### src/rtl/pwm_gen3.sv
// rtl/pwm_gen3.sv - three-phase centre-aligned PWM with complementary gates and dead time
// Up/down carrier, period-synchronous duty shadowing, per-phase dead-time insertion.
module pwm_gen3 #(
    parameter logic [15:0] PERIOD    = 16'd1024,
    parameter logic [7:0]  DEAD_TIME = 8'd20
) (
    input  logic        rst,
    input  logic        clk,
    input  logic        en,
    input  logic        duty_valid,
    input  logic [15:0] duty_a,
    input  logic [15:0] duty_b,
    input  logic [15:0] duty_c,
    output logic        pwm_ah,
    output logic        pwm_al,
    output logic        pwm_bh,
    output logic        pwm_bl,
    output logic        pwm_ch,
    output logic        pwm_cl,
    output logic        zero_pulse,
    output logic        top_pulse
);

    logic [15:0]      cnt_q, cnt_d;
    logic             up_q, up_d;
    logic [2:0][15:0] pend_q, pend_d;
    logic [2:0][15:0] act_q, act_d;
    logic [2:0]       raw;
    logic [2:0]       raw_q, raw_d;
    logic [2:0][7:0]  dt_q, dt_d;
    logic [2:0]       gh_q, gh_d;
    logic [2:0]       gl_q, gl_d;
    logic             zero_q, zero_d;
    logic             top_q, top_d;

    always_comb begin
        cnt_d = cnt_q;
        up_d  = up_q;
        if (!en) begin
            cnt_d = '0;
            up_d  = 1'b1;
        end else if (up_q) begin
            if (cnt_q == PERIOD) begin
                cnt_d = PERIOD - 16'd1;
                up_d  = 1'b0;
            end else begin
                cnt_d = cnt_q + 16'd1;
            end
        end else begin
            if (cnt_q == 16'd1) begin
                cnt_d = '0;
                up_d  = 1'b1;
            end else begin
                cnt_d = cnt_q - 16'd1;
            end
        end
    end

    // Active duties only move at the period start, so a pulse is never split.
    always_comb begin
        pend_d = pend_q;
        act_d  = act_q;
        if (duty_valid) begin
            pend_d = {duty_c, duty_b, duty_a};
        end
        if (en && (cnt_q == 16'd0)) begin
            act_d = pend_q;
        end
    end

    always_comb begin
        for (int i = 0; i < 3; i++) begin
            raw[i] = (cnt_q < act_q[i]);
        end
    end

    // Gap counts down to 1 then releases; the gate drop and the gap together span DEAD_TIME cycles.
    always_comb begin
        raw_d = raw_q;
        dt_d  = dt_q;
        gh_d  = gh_q;
        gl_d  = gl_q;
        for (int i = 0; i < 3; i++) begin
            if (!en) begin
                raw_d[i] = 1'b0;
                dt_d[i]  = 8'd0;
                gh_d[i]  = 1'b0;
                gl_d[i]  = 1'b0;
            end else if (raw[i] != raw_q[i]) begin
                raw_d[i] = raw[i];
                if (DEAD_TIME == 8'd0) begin
                    dt_d[i] = 8'd0;
                    gh_d[i] = raw[i];
                    gl_d[i] = ~raw[i];
                end else begin
                    dt_d[i] = DEAD_TIME;
                    gh_d[i] = 1'b0;
                    gl_d[i] = 1'b0;
                end
            end else if (dt_q[i] > 8'd1) begin
                dt_d[i] = dt_q[i] - 8'd1;
                gh_d[i] = 1'b0;
                gl_d[i] = 1'b0;
            end else begin
                dt_d[i] = 8'd0;
                gh_d[i] = raw_q[i];
                gl_d[i] = ~raw_q[i];
            end
        end
    end

    always_comb begin
        zero_d = en && (cnt_q == 16'd0);
        top_d  = en && (cnt_q == PERIOD);
    end

    always_ff @(posedge clk or posedge rst) begin
        if (rst) begin
            cnt_q  <= '0;
            up_q   <= 1'b1;
            pend_q <= '0;
            act_q  <= '0;
            raw_q  <= '0;
            dt_q   <= '0;
            gh_q   <= '0;
            gl_q   <= '0;
            zero_q <= 1'b0;
            top_q  <= 1'b0;
        end else begin
            cnt_q  <= cnt_d;
            up_q   <= up_d;
            pend_q <= pend_d;
            act_q  <= act_d;
            raw_q  <= raw_d;
            dt_q   <= dt_d;
            gh_q   <= gh_d;
            gl_q   <= gl_d;
            zero_q <= zero_d;
            top_q  <= top_d;
        end
    end

    assign pwm_ah     = gh_q[0];
    assign pwm_al     = gl_q[0];
    assign pwm_bh     = gh_q[1];
    assign pwm_bl     = gl_q[1];
    assign pwm_ch     = gh_q[2];
    assign pwm_cl     = gl_q[2];
    assign zero_pulse = zero_q;
    assign top_pulse  = top_q;

endmodule

### config.mk
export PLATFORM = sky130hd
export DESIGN_NAME = pwm_gen3
export DESIGN_NICKNAME = d
export VERILOG_FILES = /design/src/rtl/pwm_gen3.sv
export SDC_FILE = /design/constraint.sdc
export NUM_CORES = 1
export LEC_CHECK = 0
export BUFFER_PORTS_ARGS = -buffer_cell sky130_fd_sc_hd__buf_2
export CORE_MARGIN = 1
export CORE_UTILIZATION = 35
export CTS_BUF_LIST = sky130_fd_sc_hd__clkbuf_16
export DETAILED_ROUTE_END_ITERATION = 12
export GPL_ROUTABILITY_DRIVEN = 0
export PLACE_DENSITY_LB_ADDON = 0.1
export SETUP_SLACK_MARGIN = 0.5
export SYNTH_ARGS = -nofsm -noshare
export SYNTH_HDL_FRONTEND = slang
export SYNTH_SLANG_ARGS = --single-unit
### constraint.sdc
create_clock -name clk -period 13.45 [get_ports clk]
set_clock_uncertainty 0.2 [all_clocks]
set_input_delay 1.345 -clock clk [delete_from_list [all_inputs] [get_ports clk]]
set_output_delay 1.345 -clock clk [all_outputs]
set_load 0.05 [all_outputs]
After elaboration in Yosys (flattened, before gate mapping)
Cells that the tools add are included.
Widths: inputs -> output; s select.
{"block": "word_totals", "register_bits": 148, "inputBits": 52, "out_inout_bits": 8, "word_cells": 84}
{"block": "op_classes", "magnitude_cmp": 6, "bitwise": 3, "add_sub_neg": 5, "mux": 41, "n_eq_ne": 8, "reduce_logical": 3}
{"cell": "$mux 8", "n": 9}
{"cell": "$mux 16", "n": 4}
{"cell": "$lt 16x16->1", "n": 3}
{"cell": "$mux 1", "n": 28}
{"cell": "$gt 8x1->1 const B", "n": 3}
{"cell": "$sub 8x1->8 const B", "n": 3}
{"cell": "$add 16x1->16 const B", "n": 1}
{"cell": "$eq 16x1->1 const B", "n": 1}
{"cell": "$eq 16x11->1 const B", "n": 1}
{"cell": "$logic_not 16->1", "n": 1}
{"cell": "$sub 16x1->16 const B", "n": 1}
{"cell": "$ne 2x1->1 const B", "n": 3}
{"cell": "$ne 1x1->1", "n": 3}
{"cell": "$not 1->1", "n": 3}
{"cell": "$logic_and 1x1->1", "n": 2}

Longest topological paths before layout
Gate-level depths: netlist of the first run.
{"block": "depth", "ltp_word": 4, "ltp_mapped": 9, "depth_no_buf": 7}

Worst setup path before layout of the first run
No wires, ideal clock.
{"block": "synth_path", "kind": "input-to-reg", "startpoint": "input duty_valid", "endpoint": "register pend_q[16] (netlist bit)", "required_time_ps": 13125, "setup_time_ps": 125, "setup_slack_ps": 10742, "arrival_ps": 2384, "cell_stages": 3, "cell_sequence": "clkbuf_1 buf_1 mux2_2"}
{"element": "from (decl)", "line_no": "10", "rtl": "input logic duty_valid,"}
{"element": "to (signal assigned)", "line_no": "132", "rtl": "pend_q <= pend_d;"}
{"element": "to (decl)", "line_no": "26", "rtl": "logic [2:0][15:0] pend_q, pend_d;"}
No word-level cell between the ends.

Worst setup path after layout of the first run
{"block": "layout_path", "startpoint": "register cnt_q[7]", "endpoint": "register act_q[0] (netlist bit)"}
{"block": "layout_via", "elab_chain_len": 2}
{"element": "from (decl)", "line_no": "24", "rtl": "logic [15:0] cnt_q, cnt_d;"}
{"element": "from (signal assigned)", "line_no": "130", "rtl": "cnt_q <= cnt_d;"}
{"element": "$logic_not 16->1", "line_no": "66", "rtl": "if (en && (cnt_q == 16'd0)) begin"}
{"element": "$logic_and 1x1->1", "line_no": "66"}
{"element": "to (signal assigned)", "line_no": "133", "rtl": "act_q <= act_d;"}
{"element": "to (decl)", "line_no": "27", "rtl": "logic [2:0][15:0] act_q, act_d;"}
No other way between the ends.
A chain may end at the register's enable or synchronous reset.

==> results of run 1 <==
[flip-flops by register name, summed over array words and instances, names as in the netlist]
name,count
gh_q,3
gl_q,3
act_q,48
zero_pulse,1
raw_q,3
up_q,1
top_pulse,1
cnt_q,16
dt_q,24
pend_q,48
[cells in the mapped netlist (all sizes together), types with 2 or more instances]
cell and count:
a2111oi 3, a211oi 3, a21boi 3, a21oi 31
a221o 3, a31oi 3, a41oi 2, and2 2
and3 8, and3b 3, and4b 3, buf 15
clkbuf 21, dfrtp 147, ha 55, inv 61
mux2 51, nand2 77, nand2b 9, nand3 14
nand4 15, nor2 36, nor3 12, nor3b 2
nor4 29, nor4b 3, o211ai 3, o21a 7
o21ai 58, o221ai 2, o22ai 4, o31a 6
o32a 3, o41ai 2, or3 4, or4 6
xnor2 16, xor2 5
[per-stage QoR]
stage | worst slack (ns) | area [um^2] | hold WS [ns]
global placement | 10.07 | 8090 | 0.271
finish | 10.13 | 8720 | 0.280
floorplan | 7.93 | 7600 | 0.246
global route | 9.92 | 8720 | 0.317
CTS | 10.16 | 8720 | 0.285
detailed placement | 10.08 | 8090 | 0.268
[worst paths after layout]
kind | start | end | slack (ns) | cells after the start
min in group asynchronous | rst | pend_q[25]$_DFFE_PP0P_ | 0.79 | 2
max in group asynchronous | rst | cnt_q[0]$_DFF_PP0_ | 10.79 | 3
worst min register to register | pend_q[43]$_DFFE_PP0P_ | act_q[43]$_DFFE_PP0P_ | 0.28 | 2
worst max-delay path | cnt_q[7]$_DFF_PP0_ | act_q[0]$_DFFE_PP0P_ | 10.13 | 5
worst max register to register | cnt_q[7]$_DFF_PP0_ | act_q[0]$_DFFE_PP0P_ | 10.13 | 5
worst min-delay path | pend_q[43]$_DFFE_PP0P_ | act_q[43]$_DFFE_PP0P_ | 0.28 | 2
[routing by layer]
layer  up-vias  wire [um]  global-route usage
met5         -          0                   0
met1      2717       7990               0.219
met2        99       8490               0.281
met4         0        272              0.0592
li1       2696          -                   -
met3        19        689              0.0373
[layout make-up]
cell class	count	area [um^2]	share of cell area
clock inverters	15	203	0.0232
multi-input cells	494	3500	0.401
inverters	61	234	0.0268
clock buffers	17	425	0.0488
flip-flops and latches	148	3700	0.425
well taps	275	344	0.0395
repair buffers	61	310	0.0356
[cell families (layout without fill, tap and decap cells)]
group | after synthesis | count (layout) | share of synthesized area
buf+inv | 97 | 154 | 0.0524
simple gates | 226 | 226 | 0.153
fa+ha+maj | 55 | 55 | 0.0906
flops | 148 | 148 | 0.488
xor+xnor | 21 | 21 | 0.0242
mux | 51 | 51 | 0.0756
compound gates | 141 | 141 | 0.116
[power by group through the flow]
stage | clock network, mW | registers, mW | logic, mW
after floorplan | 0 | 0.540 | 0.171
after global placement | 0 | 0.547 | 0.219
after detailed placement | 0 | 0.548 | 0.227
after CTS | 0.524 | 0.540 | 0.229
after global routing | 0.543 | 0.547 | 0.260
final | 0.509 | 0.539 | 0.224
[worst register-to-register path, delay by kind of cell, from the launching register on]
kind / cells / cell delay, ns
flops: 1 / 0.55
buf+inv: 1 / 0.59
simple gates: 3 / 1.38
mux: 1 / 0.50
==> impl_metrics.csv, run 1 <==
group,metric,value,unit
yosys,synth_seq_cells,148,
route,drc,0,
power_and_ir_drop,power.share.clock,0.400,
yosys,synthCells,739,
clocking,clk_latency,0.43,ns
worst_setup_path,crit_buf_inv,1,
route,drt_wl_total,17400,um
sta,tns,0,ns
run,max-cap-violations,0,
floorplanning,dieArea,22300,um^2
yosys,synthFlopType,"dfrtp_1",
clocking,postCtsHoldBufs,0,
sta,max_clock_freq,0.301,GHz
floorplanning,initial_core_util,0.359,
yosys,synthTopCellsByArea,"dfrtp_1, ha_1, mux2_2",
grt,grt_start_max_net_pins,94,
sta,maxSlewViolCount,0,
yosys,async_flop_share,1.00,
status,outcome,"complete, no violations",
clocking,clkTransAtPathRegs,0.06,ns
cells_and_area,num_antenna_cells,0,
clocking,cts_made_buffers,17,
cells_and_area,finalCoreUtilization,0.412,
route,vias,5531,
cells_and_area,fin_cells,1071,
floorplanning,row_count,53,
floorplanning,die_y,149,um
yosys,ys.warnings.count,0,
power_and_ir_drop,leakage,4.03,nW
placement,place_inst,1039,
worst_setup_path,cp_cell_sequence,"nor4_2 -> nand3_1 -> nor3_2 -> buf_4 -> mux2_2",
power_and_ir_drop,swShare,0.283,
grt,grt_overflow,0,
clocking,htreeDepth,4,
cells_and_area,area_delta_synth_final,14.8,%
cells_and_area,fillers,2077,
power_and_ir_drop,ir_worst_vdd,65.7,uV
sta,period_needed,3.32,ns
cells_and_area,final_nets,890,
route,final_antenna_net_count,0,
route,drt_iter0_markers,265,
route,dr.pass1.iters,5,
clocking,clockBufferDepth,2,
grt,antenna_found_initial,0,
yosys,synth_top_area_frac,0.484,
yosys,yosysTopAreaCell,"dfrtp_1",
floorplanning,coreArea,21200,um^2
worst_setup_path,path_class,"flip-flop to flip-flop",
clocking,cts_root_buf,"clkbuf_16",
worst_setup_path,cpPeakStageDelay,0.89,ns
sta,worst-slew-pin-transition,1.03,ns
yosys,synth-edff-count,0,
yosys,syn_avg_cell_area,10.3,um^2
cells_and_area,layout_commonest_cell,"dfrtp_1",
worst_setup_path,cp_top_family,"simple AND/OR/NAND/NOR gates",
yosys,synthesis.nets,846,
power_and_ir_drop,power.net_switching,0.360,mW
route,wl_per_cell,16.3,um
power_and_ir_drop,power,1.27,mW
placement,post-dp-hpwl,12100,um
placement,portBuffers,59,
yosys,synthesis.area,7600,um^2
clocking,post_cts_buffers,0,
worst_setup_path,critPathArrivalTime,3.44,ns
power_and_ir_drop,p_int,0.913,mW
sta,rsz0062_at_grt,"no",
yosys,synth.distinct_cells,56,
sta,relSlewSlack,0.316,
clocking,cts_resized,0,
worst_setup_path,worstPathRequired,13.56,ns
cells_and_area,most-common-layout-cells,"dfrtp_1, nand2_1, inv_1",
hold_path,min_path_type,"flip-flop to flip-flop",
power_and_ir_drop,seq_power_share,0.423,
worst_setup_path,startpoint_type,"flip-flop",
worst_setup_path,crit_path_top_delay_cell,"nor4_2",
worst_setup_path,end_kind,"flip-flop",
worst_setup_path,worstPathMaxFanout,93,
sta,setup_viol,0,
power_and_ir_drop,p_comb_frac,0.176,
floorplanning,io_pins,60,
power_and_ir_drop,p_per_area,146,nW/um^2
grt,grt_pass1_vias,5676,
clocking,cts_tree,"yes",
route,via_per_inst,5.16,
yosys,ys_seq_area_frac,0.488,
cells_and_area,layout-drive-gt1-share,0.195,
grt,grt_pass1_wl,29000,um
clocking,clock-sinks,148,
sta,post-route-period-util,0.247,
floorplanning,fp.dieW,149,um
sta,hold_violations,0,
grt,grt_usage,0.170,
(Power assumes the default switching activity.)
==> inputs of run 2 (changes only) <==
Clock period 13.45 ns to 2.9 ns, I/O delays scaled along.
==> run 2 against run 1 <==
Net effect:
- non-clock buffer count up 133
- setup slack worse by 9.9 ns
- sequential share of layout area shrank 7.1 points
- wire length grew 17%
- via count is 12% higher
- critical endpoint is now dt_q[21]$_DFF_PP0_
- largest cell class is now multi-input gates
- highest routed layer unchanged
==> impl_metrics.csv, run 2 (synthesis gave the netlist of run 1 again) <==
group,metric,value,unit
status,outcome,"complete, no violations",
floorplanning,fp.dieW,149,um
clocking,clk_latency,0.43,ns
grt,grt_pass1_vias,6228,
sta,max_clock_freq,0.373,GHz
hold_path,min_path_type,"input port to asynchronous set/reset pin",
clocking,cts_made_buffers,17,
sta,rsz0062_at_grt,"yes",
worst_setup_path,worstPathRequired,3.03,ns
power_and_ir_drop,p_per_area,580,nW/um^2
worst_setup_path,critPathArrivalTime,2.81,ns
sta,setup_ws,0.216,ns
run,max-cap-violations,0,
worst_setup_path,crit_path_top_delay_cell,"or4_4",
placement,post-dp-hpwl,13500,um
sta,period_needed,2.68,ns
cells_and_area,final_nets,1023,
cells_and_area,area_delta_synth_final,38.5,%
floorplanning,die_y,149,um
cells_and_area,finalCoreUtilization,0.497,
grt,grt_usage,0.191,
sta,relSlewSlack,0.385,
grt,grt_overflow,0,
clocking,clkTransAtPathRegs,0.07,ns
floorplanning,row_count,53,
sta,maxSlewViolCount,0,
route,final_antenna_net_count,0,
floorplanning,dieArea,22300,um^2
worst_setup_path,cp_cell_sequence,"ha_4 -> nand4_1 -> or4_4 -> o32a_4 -> and3b_2 -> buf_6 -> nor4_4",
route,dr.pass1.iters,4,
worst_setup_path,crit_buf_inv,1,
cells_and_area,reg_top3,"act_q x48, pend_q x48, dt_q x24",
floorplanning,initial_core_util,0.359,
cells_and_area,layout-drive-gt1-share,0.324,
sta,worst-slew-pin-transition,0.909,ns
worst_setup_path,worstPathMaxFanout,8,
sta,tns,0,ns
sta,hold_violations,0,
grt,grt_start_max_net_pins,65,
clocking,clock-sinks,148,
route,wl_per_cell,17.0,um
grt,antenna_found_initial,0,
clocking,cts_root_buf,"clkbuf_16",
cells_and_area,layout_commonest_cell,"dfrtp_1",
sta,whs,0.252,ns
power_and_ir_drop,power.net_switching,1.93,mW
route,drc,0,
floorplanning,coreArea,21200,um^2
power_and_ir_drop,leakage,4.75,nW
clocking,clockBufferDepth,2,
clocking,htreeDepth,4,
cells_and_area,num_antenna_cells,0,
worst_setup_path,path_class,"flip-flop to flip-flop",
power_and_ir_drop,p_int,4.18,mW
power_and_ir_drop,ir_worst_vdd,344,uV
route,vias,6188,
placement,dp_slack,0.0802,ns
power_and_ir_drop,seq_power_share,0.410,
power_and_ir_drop,power.share.clock,0.349,
worst_setup_path,cpPeakStageDelay,0.54,ns
placement,portBuffers,59,
power_and_ir_drop,p_comb_frac,0.241,
route,drt_wl_total,20500,um
route,drt_iter0_markers,281,
worst_setup_path,cp_top_family,"simple AND/OR/NAND/NOR gates",
floorplanning,io_pins,60,
sta,setup_viol,0,
worst_setup_path,end_kind,"flip-flop",
worst_setup_path,startpoint_type,"flip-flop",
grt,grt_pass1_wl,32600,um
cells_and_area,most-common-layout-cells,"dfrtp_1, nand2_1, inv_1",
route,via_per_inst,5.14,
clocking,cts_tree,"yes",
power_and_ir_drop,swShare,0.316,
sta,post-route-period-util,0.925,
## run 2: cell count changes in the layout (fill, tap and decap cells not counted), sizes merged
| cell | delta |
|---|---|
| clkinv | -4 |
| bufinv | -4 |
| clkbuf | +5 |
| dlygate4sd3 | +50 |
| clkinvlp | +3 |
| buf | +78 |
| inv | +5 |
## run 2: what timing repair did
action / 4_1_cts / 5_1_grt
gates cloned: 3 / 6
buffers inserted: 30 / 10
setup endpoints to repair: 90 / 93
pin swaps: 29 / 19
hold buffers: 50 / 0
hold endpoints to repair: 68 / 0
resized for setup: 61 / 48
## run 2: through the flow
step | cell area, um^2 | cells | total power [mW]
after global routing | 10500 | 1204 | 6.46
final | 10500 | 1204 | 6.10
after CTS | 10100 | 1188 | 6.04
after detailed placement | 8370 | 1073 | 3.66
after global placement | 8370 | 1073 | 3.61
after floorplan | 7600 | 739 | 3.30
## run 2: final timing paths
kind                                              from                      to  slack (ns)  depth (start not counted)
worst min register to register  pend_q[17]$_DFFE_PP0P_   act_q[17]$_DFFE_PP0P_        0.28                          2
max in group asynchronous                          rst  pend_q[47]$_DFFE_PP0P_        1.38                          4
min in group clk                            duty_valid  pend_q[25]$_DFFE_PP0P_        0.25                          2
worst min-delay path                               rst   act_q[27]$_DFFE_PP0P_        0.25                          3
worst max register to register     cnt_q[15]$_DFF_PP0_      dt_q[21]$_DFF_PP0_        0.22                          7
worst max-delay path               cnt_q[15]$_DFF_PP0_      dt_q[21]$_DFF_PP0_        0.22                          7
## run 2: per-layer routing
layer | up-vias | GRT usage | routed length (um)
met5 | - | 0 | 0
met4 | 0 | 0.0796 | 614
met3 | 34 | 0.0324 | 706
met2 | 129 | 0.317 | 9870
met1 | 3038 | 0.247 | 9270
li1 | 2987 | - | -
## run 2: power groups by stage
stage          Combinational, mW  Sequential (mW)  Clock, mW
2_1_floorplan              0.796             2.51          0
3_3_place_gp                1.08             2.53          0
3_5_place_dp                1.12             2.54          0
4_1_cts                     1.34             2.50       2.19
5_1_grt                     1.64             2.53       2.29
6_report                    1.47             2.50       2.13
## run 2: area by class of cell
| class | count | area (um^2) |
|---|---|---|
| Clock buffer | 17 | 425 |
| Clock inverter | 15 | 136 |
| Fill cell | 1897 | 10600 |
| Inverter | 61 | 233 |
| Multi-Input combinational cell | 494 | 3950 |
| Sequential cell | 148 | 3720 |
| Tap cell | 275 | 344 |
| Timing Repair Buffer | 194 | 1710 |
## run 2: worst reg2reg max path, cell delays in order (launching register included)
cell and delay [ns]:
dfrtp_2 0.47, ha_4 0.30, nand4_1 0.14, or4_4 0.54, o32a_4 0.33, and3b_2 0.31, buf_6 0.15, nor4_4 0.14
==> inputs of run 3 (changes only) <==
Settings changed: ABC_AREA from default to 1, CORE_UTILIZATION 35 to 55.
Clock period 2.9 ns to 2.3 ns, I/O delays scaled along.
==> run 3 against run 2 <==
Net effect:
- global-route usage grew 9.0 points
- final cell count grew 12%
- synthesized cell count grew 34%
- clock power grew 31%
- non-clock buffer count shrank 23
- power grew 41%
- count of clock-buffer cells in the layout is the same
- via count grew 20%
- flip-flop and latch count is the same
- sequential power grew 31%
- largest cell class unchanged
==> impl_metrics.csv, run 3 <==
group,metric,value,unit
power_and_ir_drop,p_per_area,781,nW/um^2
status,outcome,"complete, no violations",
clocking,cts_root_buf,"clkbuf_16",
sta,period_needed,2.10,ns
cells_and_area,fin_cells,1344,
floorplanning,fp.dieW,122,um
clocking,clk_latency,0.44,ns
sta,tns,0,ns
worst_setup_path,r2r-start,"cnt_q[13]$_DFF_PP0_",
clocking,clkTransAtPathRegs,0.06,ns
yosys,synthCells,988,
sta,maxSlewViolCount,0,
cells_and_area,final-seq-area,3720,um^2
cells_and_area,layout-drive-gt1-share,0.290,
yosys,synth_seq_cells,148,
floorplanning,initial_core_util,0.569,
sta,worst-slew-pin-transition,0.449,ns
worst_setup_path,path_class,"flip-flop to flip-flop",
clocking,cts_tree,"yes",
run,max-cap-violations,0,
grt,grt_overflow,0,
worst_setup_path,critPathArrivalTime,2.23,ns
hold_path,min_from,"duty_valid",
grt,grt_pass1_vias,6839,
cells_and_area,multi_input_area,4470,um^2
worst_setup_path,reg2reg_to,"dt_q[12]$_DFF_PP0_",
yosys,synth.distinct_cells,37,
yosys,async_flop_share,1.00,
sta,setup_viol,0,
worst_setup_path,startpoint_type,"flip-flop",
sta,rsz0062_at_grt,"yes",
hold_path,hold_end,"pend_q[9]$_DFFE_PP0P_",
yosys,synthesis.nets,1095,
yosys,syn_avg_cell_area,8.06,um^2
worst_setup_path,crit_buf_inv,1,
worst_setup_path,cp_top_family,"simple AND/OR/NAND/NOR gates",
yosys,synth_common_cells,"nand2_1, inv_1, dfrtp_1",
route,wl_per_cell,16.6,um
route,vias,7397,
worst_setup_path,worstPathRequired,2.43,ns
hold_path,min_path_type,"input port to flip-flop",
sta,post-route-period-util,0.914,
grt,grt_pass1_wl,32300,um
worst_setup_path,reg2reg_slack,0.20,ns
sta,hold_violations,0,
yosys,synthesis.area,7960,um^2
sta,relSlewSlack,0.701,
cells_and_area,most-common-layout-cells,"nand2_1, inv_1, dfrtp_1",
cells_and_area,area_delta_synth_final,38.9,%
clocking,clock-sinks,148,
yosys,synthTopCellsByArea,"dfrtp_1, nand2_1, ha_1",
floorplanning,dieArea,15000,um^2
clocking,cts_made_buffers,17,
floorplanning,die_y,122,um
sta,max_clock_freq,0.476,GHz
floorplanning,io_pins,60,
route,drt_iter0_markers,450,
worst_setup_path,crit_cells,8,
worst_setup_path,end_kind,"flip-flop",
worst_setup_path,cp_cell_sequence,"ha_4 -> nand4_1 -> a21oi_2 -> nor2_4 -> nand3_4 -> nand3_2 -> nand2_1 -> inv_1",
grt,antenna_found_initial,0,
yosys,synth_top_area_frac,0.462,
grt,grt_start_max_net_pins,85,
route,via_per_inst,5.50,
worst_setup_path,r2r_cells,8,
route,drt_wl_total,22300,um
route,final_antenna_net_count,0,
placement,post-dp-hpwl,12200,um
placement,portBuffers,59,
yosys,ys_seq_area_frac,0.465,
cells_and_area,final_nets,1258,
worst_setup_path,cpPeakStageDelay,0.51,ns
clocking,clockBufferDepth,2,
cells_and_area,fillers,871,
cells_and_area,layout_commonest_cell,"nand2_1",
yosys,yosysTopAreaCell,"dfrtp_1",
clocking,htreeDepth,4,
cells_and_area,reg_top3,"act_q x48, pend_q x48, dt_q x24",
floorplanning,coreArea,14000,um^2
route,drc,0,
power_and_ir_drop,leakage,5.45,nW
yosys,synth-edff-count,0,
hold_path,hold_depth,3,
floorplanning,row_count,43,
worst_setup_path,worstPathMaxFanout,7,
worst_setup_path,crit_path_top_delay_cell,"dfrtp_2",
route,dr.pass1.iters,5,
power_and_ir_drop,ir_worst_vdd,514,uV
yosys,synthFlopType,"dfrtp_1",
grt,grt_usage,0.281,
yosys,synth.most_common_cell,"nand2_1",
yosys,ys.warnings.count,0,
placement,place_inst,1215,
cells_and_area,num_antenna_cells,0,
-- run 3: cell count changes after synthesis, sizes merged, moves of 9 or more --
cell | previous run | this run
xor2 | 5 | 17
xnor2 | 16 | 2
nand3 | 14 | 62
nand2b | 9 | 0
o21ai | 58 | 119
nand2 | 77 | 209
inv | 61 | 168
nor4 | 29 | 5
nor2 | 36 | 90
mux2 | 51 | 0
-- run 3: logic make-up (layout without fill, tap and decap cells) --
kind of cell / after synthesis / in the layout / synth area share
AND/OR/NAND/NOR: 408 / 408 / 0.225
flip-flops: 148 / 148 / 0.465
adder cells (fa/ha/maj): 55 / 55 / 0.0864
AO/OA/AOI/OAI: 161 / 161 / 0.103
buffers and inverters: 197 / 373 / 0.0985
XOR/XNOR: 19 / 19 / 0.0209
-- run 3: per-stage QoR --
step	utilization	area (um^2)	hold slack (ns)	power [mW]	worst slack, ns
floorplan	-	7980	0.147	4.66	0.00982
detailed placement	0.610	8530	0.194	5.17	0.142
global placement	0.610	8530	0.195	5.12	0.161
CTS	0.726	10200	0.00533	8.17	0.289
finish	0.791	11100	0.0109	8.64	0.198
global route	0.791	11100	0.0443	9.09	0.157
-- run 3: per-layer routing --
| layer | vias to the layer above | GRT usage | wire length, um |
|---|---|---|---|
| met3 | 86 | 0.0423 | 1310 |
| li1 | 3486 | - | - |
| met4 | 0 | 0.128 | 918 |
| met5 | - | 0 | 0 |
| met1 | 3499 | 0.355 | 8970 |
| met2 | 326 | 0.475 | 11100 |
-- run 3: how the worst max path moves through the flow --
| stage | start | end |
|---|---|---|
| global route | cnt_q[4]$_DFF_PP0_ | dt_q[20]$_DFF_PP0_ |
| global placement | cnt_q[11]$_DFF_PP0_ | dt_q[2]$_DFF_PP0_ |
| detailed placement | cnt_q[5]$_DFF_PP0_ | dt_q[4]$_DFF_PP0_ |
| floorplan | rst | act_q[0]$_DFFE_PP0P_ |
| CTS | cnt_q[5]$_DFF_PP0_ | dt_q[12]$_DFF_PP0_ |
| finish | cnt_q[13]$_DFF_PP0_ | dt_q[12]$_DFF_PP0_ |
-- run 3: layout make-up --
class,instances,area share
clock inverter,15,0.0150
clock buffer,17,0.0385
sequential,148,0.337
tap,180,0.0204
multi-input combinational,643,0.404
inverter,170,0.0582
timing repair buffer,171,0.127
-- run 3: where the power goes --
group / internal [mW] / switching (mW) / total [mW] / leakage (nW)
clock network: 1.69 / 1.11 / 2.80 / 0.285
logic: 1.04 / 1.53 / 2.56 / 3.31
registers: 3.02 / 0.260 / 3.28 / 1.86
-- run 3: what timing repair did --
item / in CTS / in global routing
setup endpoints to repair: 96 / 100
endpoints found under the hold margin: 205 / 0
pin swaps: 20 / 59
buffers inserted: 25 / 19
hold buffers: 50 / 0
cloned: 3 / 0
gates resized for setup: 68 / 148
-- run 3: tightest hold or removal path, stage by stage --
cell     delay [ns]
buf_2          0.21
nand2_1        0.09
o21ai_0        0.06
